===== src/rtl/pipe_rx_param_decoder.sv =====
// pipe_rx_param_decoder
//   Frames and checksums 16-bit words arriving from the host pipe-in FIFO into
//   per-channel parameter writes. A packet is a header (sync/nwords/chan/id),
//   1..3 data words (MSW first) and an XOR checksum word. id 0x3F is a commit
//   packet that pulses module_update_out instead of writing a parameter.
//
// Ports
//   clk50_in          system clock
//   reset_n_in        asynchronous active-low reset
//   word_valid_in     word available from rx FIFO
//   word_data_in      rx word
//   word_ready_out    word accepted when valid && ready (low in EMIT and reset)
//   param_wr_out      one-cycle parameter write strobe
//   param_id_out      id of last accepted write
//   param_chan_out    channel of last accepted write
//   param_data_out    assembled data, zero-extended, MSW first
//   chan_sel_out      one-hot of param_chan_out, held with it
//   module_update_out one-cycle strobe on a commit packet
//   pkt_count_out     accepted packets, wraps
//   err_count_out     rejected packets/words, saturates
//   busy_out          high in any state but IDLE
module pipe_rx_param_decoder #(
    parameter int N_CH    = 8,
    parameter int W_DATA  = 48,
    parameter int TIMEOUT = 1024,
    parameter int W_ERR   = 8
) (
    input  logic              clk50_in,
    input  logic              reset_n_in,
    input  logic              word_valid_in,
    input  logic [15:0]       word_data_in,
    output logic              word_ready_out,
    output logic              param_wr_out,
    output logic [5:0]        param_id_out,
    output logic [3:0]        param_chan_out,
    output logic [W_DATA-1:0] param_data_out,
    output logic [N_CH-1:0]   chan_sel_out,
    output logic              module_update_out,
    output logic [15:0]       pkt_count_out,
    output logic [W_ERR-1:0]  err_count_out,
    output logic              busy_out
);

    localparam int W_IDLE = $clog2(TIMEOUT + 1);

    typedef enum logic [1:0] {
        S_IDLE,
        S_DATA,
        S_CHECK,
        S_EMIT
    } state_t;

    state_t state, state_nxt;

    logic              ready_en;
    logic              accept;
    logic              hdr_ok;
    logic              csum_ok;
    logic              chan_ok;
    logic              timed_out;
    logic              err_inc;
    logic [1:0]        nwords;
    logic [1:0]        dcnt;
    logic [3:0]        chan;
    logic [5:0]        id;
    logic [W_DATA-1:0] acc;
    logic [15:0]       csum;
    logic [W_IDLE-1:0] idle_cnt;

    // ready_en keeps ready low while reset is held so every output reads 0.
    assign word_ready_out = ready_en && (state != S_EMIT);
    assign accept         = word_valid_in && word_ready_out;
    assign busy_out       = (state != S_IDLE);

    assign hdr_ok    = (word_data_in[15:12] == 4'hA) && (word_data_in[11:10] != 2'd0);
    assign csum_ok   = (word_data_in == csum);
    assign chan_ok   = ({28'd0, chan} < 32'(N_CH));
    // Fires on the TIMEOUT-th consecutive cycle without an accepted word.
    assign timed_out = !accept && (idle_cnt == W_IDLE'(TIMEOUT - 1));

    always_ff @(posedge clk50_in or negedge reset_n_in) begin
        if (!reset_n_in) begin
            state <= S_IDLE;
        end else begin
            state <= state_nxt;
        end
    end

    always_comb begin
        state_nxt = state;
        err_inc   = 1'b0;
        case (state)
            S_IDLE: begin
                if (accept) begin
                    if (hdr_ok) begin
                        state_nxt = S_DATA;
                    end else begin
                        err_inc = 1'b1;
                    end
                end
            end
            S_DATA: begin
                if (accept) begin
                    if (dcnt == nwords - 2'd1) begin
                        state_nxt = S_CHECK;
                    end
                end else if (timed_out) begin
                    state_nxt = S_IDLE;
                    err_inc   = 1'b1;
                end
            end
            S_CHECK: begin
                if (accept) begin
                    if (csum_ok && chan_ok) begin
                        state_nxt = S_EMIT;
                    end else begin
                        state_nxt = S_IDLE;
                        err_inc   = 1'b1;
                    end
                end else if (timed_out) begin
                    state_nxt = S_IDLE;
                    err_inc   = 1'b1;
                end
            end
            S_EMIT: begin
                state_nxt = S_IDLE;
            end
            default: begin
                state_nxt = S_IDLE;
            end
        endcase
    end

    always_ff @(posedge clk50_in or negedge reset_n_in) begin
        if (!reset_n_in) begin
            ready_en          <= 1'b0;
            nwords            <= '0;
            dcnt              <= '0;
            chan              <= '0;
            id                <= '0;
            acc               <= '0;
            csum              <= '0;
            idle_cnt          <= '0;
            param_wr_out      <= 1'b0;
            param_id_out      <= '0;
            param_chan_out    <= '0;
            param_data_out    <= '0;
            chan_sel_out      <= '0;
            module_update_out <= 1'b0;
            pkt_count_out     <= '0;
            err_count_out     <= '0;
        end else begin
            ready_en          <= 1'b1;
            param_wr_out      <= 1'b0;
            module_update_out <= 1'b0;

            if (err_inc && (err_count_out != '1)) begin
                err_count_out <= err_count_out + W_ERR'(1);
            end

            if ((state == S_DATA || state == S_CHECK) && !accept) begin
                idle_cnt <= idle_cnt + W_IDLE'(1);
            end else begin
                idle_cnt <= '0;
            end

            if (state == S_IDLE && accept && hdr_ok) begin
                nwords <= word_data_in[11:10];
                chan   <= word_data_in[9:6];
                id     <= word_data_in[5:0];
                csum   <= word_data_in;
                acc    <= '0;
                dcnt   <= '0;
            end

            if (state == S_DATA && accept) begin
                acc  <= {acc[W_DATA-17:0], word_data_in};
                csum <= csum ^ word_data_in;
                dcnt <= dcnt + 2'd1;
            end

            // Strobes are registered on the checksum-accept edge so they are
            // visible exactly during the EMIT cycle.
            if (state == S_CHECK && state_nxt == S_EMIT) begin
                pkt_count_out <= pkt_count_out + 16'd1;
                if (id == 6'h3F) begin
                    module_update_out <= 1'b1;
                end else begin
                    param_wr_out   <= 1'b1;
                    param_id_out   <= id;
                    param_chan_out <= chan;
                    param_data_out <= acc;
                    chan_sel_out   <= N_CH'(1) << chan;
                end
            end
        end
    end

endmodule


===== config.mk =====
export PLATFORM = sky130hd
export DESIGN_NAME = pipe_rx_param_decoder
export DESIGN_NICKNAME = d
export VERILOG_FILES = /design/src/rtl/pipe_rx_param_decoder.sv
export SDC_FILE = /design/constraint.sdc
export NUM_CORES = 1
export LEC_CHECK = 0
export CORE_ASPECT_RATIO = 1.2
export CORE_MARGIN = 2
export CORE_UTILIZATION = 59
export DETAILED_ROUTE_END_ITERATION = 16
export PLACE_DENSITY = 0.95
export SETUP_SLACK_MARGIN = 0.15
export SYNTH_ARGS = -nofsm -noshare
export SYNTH_HDL_FRONTEND = slang
export SYNTH_SLANG_ARGS = --single-unit
export TNS_END_PERCENT = 5

===== constraint.sdc =====
create_clock -name clk50_in -period 3.95 [get_ports clk50_in]
set_input_delay 1.185 -clock clk50_in [delete_from_list [all_inputs] [get_ports clk50_in]]
set_output_delay 1.185 -clock clk50_in [all_outputs]
set_load 0.01 [all_outputs]

==> results of run 1 <==
worst max-delay path: cells and delay by family:
family / cells / cell delay [ps]
buffers and inverters: 2 / 880
xor gates and xnor gates: 1 / 230
muxes: 1 / 380
and+or+nand+nor: 4 / 1120
AOI/OAI and AO/OA: 1 / 90
through the flow:
step                instances   util
CTS                       993  0.753
detailed placement        961  0.709
global route              993  0.753
floorplan                 695      -
finish                    993  0.753
global placement          961  0.709
per-layer routing:
metal | part of all wire | global-route usage | wire, um | vias to the layer above
met4 | 0.030 | 0.109 | 556 | 0
met3 | 0.057 | 0.0547 | 1060 | 43
li1 | - | - | - | 2656
met2 | 0.50 | 0.415 | 9250 | 230
met1 | 0.41 | 0.341 | 7550 | 2944
met5 | 0 | 0 | 0 | -
placed cells by master (no fill, tap or decap), types with 11 or more instances in the layout:
master and count:
dfrtp_1 184, nand2_1 116, clkdlybuf4s50_1 111, nand3_1 59, mux2_2 47, xor2_1 34, nor2_1 32, mux2_4 30
a21oi_1 24, nor3_1 19, clkbuf_16 17, buf_4 16, a311oi_1 14, nand4_1 12, xnor2_1 11
cells in the mapped netlist, drive strengths merged, types with 2 or more instances:
cell type,instances
and3,4
nand3b,2
o31ai,2
nor4b,3
nand4,12
a311oi,15
buf,9
dfrtp,184
nand2b,3
or3,2
ha,8
and4,2
nand2,118
clkbuf,24
or2,2
a31oi,4
inv,7
nor4,7
nor2b,3
nor2,33
xor2,34
o22a,2
o21ai,11
xnor2,11
a21oi,24
mux2,78
nor3,22
nand3,59
sequential cells by signal, summed over array words and instances (netlist names):
name,count
acc,48
param_data_out,48
csum,16
pkt_count_out,16
idle_cnt,11
chan_sel_out,8
err_count_out,8
id,6
param_id_out,6
chan,4
param_chan_out,4
dcnt,2
nwords,2
state,2
module_update_out,1
param_wr_out,1
ready_en,1
final timing paths:
check	from	endpoint	slack (ps)	depth (start not counted)
worst max-delay path	word_data_in[11]	param_data_out[47]	340	9
worst min-delay path	pkt_count_out[15]	pkt_count_out[15]	470	1
worst max register to register	state[1]	param_data_out[47]	1110	9
worst min register to register	pkt_count_out[15]	pkt_count_out[15]	470	1
max in group asynchronous	reset_n_in	param_chan_out[3]	2360	2
min in group asynchronous	reset_n_in	err_count_out[2]	800	1
power by group through the flow:
stage / combinational (W) / clock (W) / sequential, W
detailed placement: 0.000233 / 0 / 0.00202
global placement: 0.000225 / 0 / 0.00202
CTS: 0.000237 / 0.00171 / 0.00199
global route: 0.000256 / 0.00180 / 0.00200
finish: 0.000234 / 0.00169 / 0.00199
floorplan: 0.0000923 / 0 / 0.00202
area by class of cell:
cell class | count | area share
Clock buffer | 19 | 0.0434
Tap cell | 168 | 0.0211
Multi-Input combinational cell | 471 | 0.325
Timing Repair Buffer | 131 | 0.131
Inverter | 7 | 0.00264
Clock inverter | 13 | 0.0154
Sequential cell | 184 | 0.462
kinds of logic (layout without fill, tap and decap cells):
group / Yosys count / after routing / synth area share
AO/OA/AOI/OAI: 61 / 61 / 0.0513
XOR/XNOR: 45 / 45 / 0.0491
adder cells (fa/ha/maj): 8 / 8 / 0.0125
buffers and inverters: 40 / 170 / 0.0252
flip-flops: 184 / 184 / 0.573
multiplexers: 79 / 79 / 0.125
other: 1 / 1 / 0.000467
AND/OR/NAND/NOR: 277 / 277 / 0.164
==> flow_metrics.env, run 1 <==
export IMPL_synth_area_sq_um=8030
export IMPL_arrival_ps=3930
export IMPL_cts_root_buffer="clkbuf_16"
export IMPL_skew_ps=11.6
export IMPL_grt_overflow=0
export IMPL_min_period_ps=3610
export IMPL_fp_dieH_um=132
export IMPL_ys_top_cells_by_area="dfrtp_1 57%, mux2_2 6.6%, mux2_4 5.6%, nand2_1 5.5%, xor2_1 3.7%"
export IMPL_total_power_w=0.00392
export IMPL_grt_pass1_vias=5927
export IMPL_path_class="in2reg"
export IMPL_numClockSinks=184
export IMPL_hp_class="reg2reg"
export IMPL_ios=113
export IMPL_maxSlewHeadroom=0.509
export IMPL_clock_path_buffers=2
export IMPL_setup_tns_ps=0
export IMPL_p_clk_frac=0.433
export IMPL_setup_slack_ps=337
export IMPL_synthArstFlopShare=1.00
export IMPL_ctsHtreeMaxLevel=4
export IMPL_p_leak_nw=4.78
export IMPL_holdWs_ps=467
export IMPL_syn_area_per_cell_sq_um=11.6
export IMPL_die_area_sq_um=14600
export IMPL_crit_path_max_fanout=48
export IMPL_synth_seq_cells=184
export IMPL_synth_fp_nets=722
export IMPL_syn2layout_area_growth_pct=24.1
export IMPL_layout_nets=839
export IMPL_final_max_slew_viol_count=0
export IMPL_vias_per_cell=5.91
export IMPL_ys_seq_area_frac=0.573
export IMPL_p_seq_frac=0.508
export IMPL_clkTransAtPathRegs_ps=70
export IMPL_grtUsageTotal=0.257
export IMPL_clk_latency_ps=440
export IMPL_antenna_found_initial=0
export IMPL_nFillCells=799
export IMPL_hold_violations=0
export IMPL_stdcell_area_sq_um=9970
export IMPL_intPower_w=0.00294
export IMPL_cts_tree="done"
export IMPL_worstMarginPinSlew_ps=736
export IMPL_cts_hold_buf=0
export IMPL_rsz0062_at_grt="no"
export IMPL_finalCritPeriodShare=0.915
export IMPL_placed_cell_area_sq_um=9380
export IMPL_initial_core_util=0.607
export IMPL_switching_share=0.249
export IMPL_p_sw_w=0.000976
export IMPL_drt_iter0_drc=481
export IMPL_vias=5873
export IMPL_wl_um=18400
export IMPL_drv_cap=0
export IMPL_synth_area_leader_cell="dfrtp_1"
export IMPL_gp_congestion=0.880
export IMPL_io_buffer_count=112
export IMPL_post_cts_resized=0
export IMPL_synthFlopType="dfrtp_1"
export IMPL_ant_nets=0
export IMPL_drt_pass1_iterations=4
export IMPL_ir_worst_vdd_v=0.000239
export IMPL_multi_input_area_sq_um=3240
export IMPL_fmax_mhz=277
export IMPL_outcome="finished, final reports clean"
export IMPL_yosys_warnings=0
export IMPL_worst_path_largest_cell_delay_ps=550
export IMPL_synthCells=695
export IMPL_register_area_sq_um=4600
export IMPL_grt_pass1_wl_um=30400
export IMPL_yosysUniqueCellTypes=49
export IMPL_path_cells="clkdlybuf4s50_1 > xor2_1 > nor4_1 > nand4_1 > nor3_4 > a22oi_4 > nor3_4 > buf_12 > mux2_2"
export IMPL_synth_edff_count=0
export IMPL_wl_per_cell_um=18.5
export IMPL_row_count=46
export IMPL_slowest_stage="clkdlybuf4s50_1"
export IMPL_antenna_cells=0
export IMPL_crit_required_ps=4270
export IMPL_cp_end_kind="register"
export IMPL_postCtsSetupBuffers=0
export IMPL_power_frac_comb=0.060
export IMPL_pre_cts_ws_ps=-22.4
export IMPL_grt_max_degree=95
export IMPL_crit_path_frequent_cell="nor3_4"
export IMPL_drc_errors=0
export IMPL_finalSetupViolCount=0
export IMPL_numCtsBuffers=17
export IMPL_layout_drive_gt1_share=0.167
export IMPL_start_kind="input pin"
export IMPL_dp_hpwl_um=11700
export IMPL_power_density_nw_per_um2=393
export IMPL_core_area_sq_um=13200
export IMPL_yosysTopAreaCellShare=0.573
export IMPL_chipWidth_um=111
Power figures use the tool's default switching activity.
==> run 2: changes to the inputs <==
HOLD_SLACK_MARGIN = 0.08   (was not set)
SKIP_LAST_GASP = 1   (was not set)
==> results of run 2 <==
Final layout, timing and power as in run 1 (identical DEF).
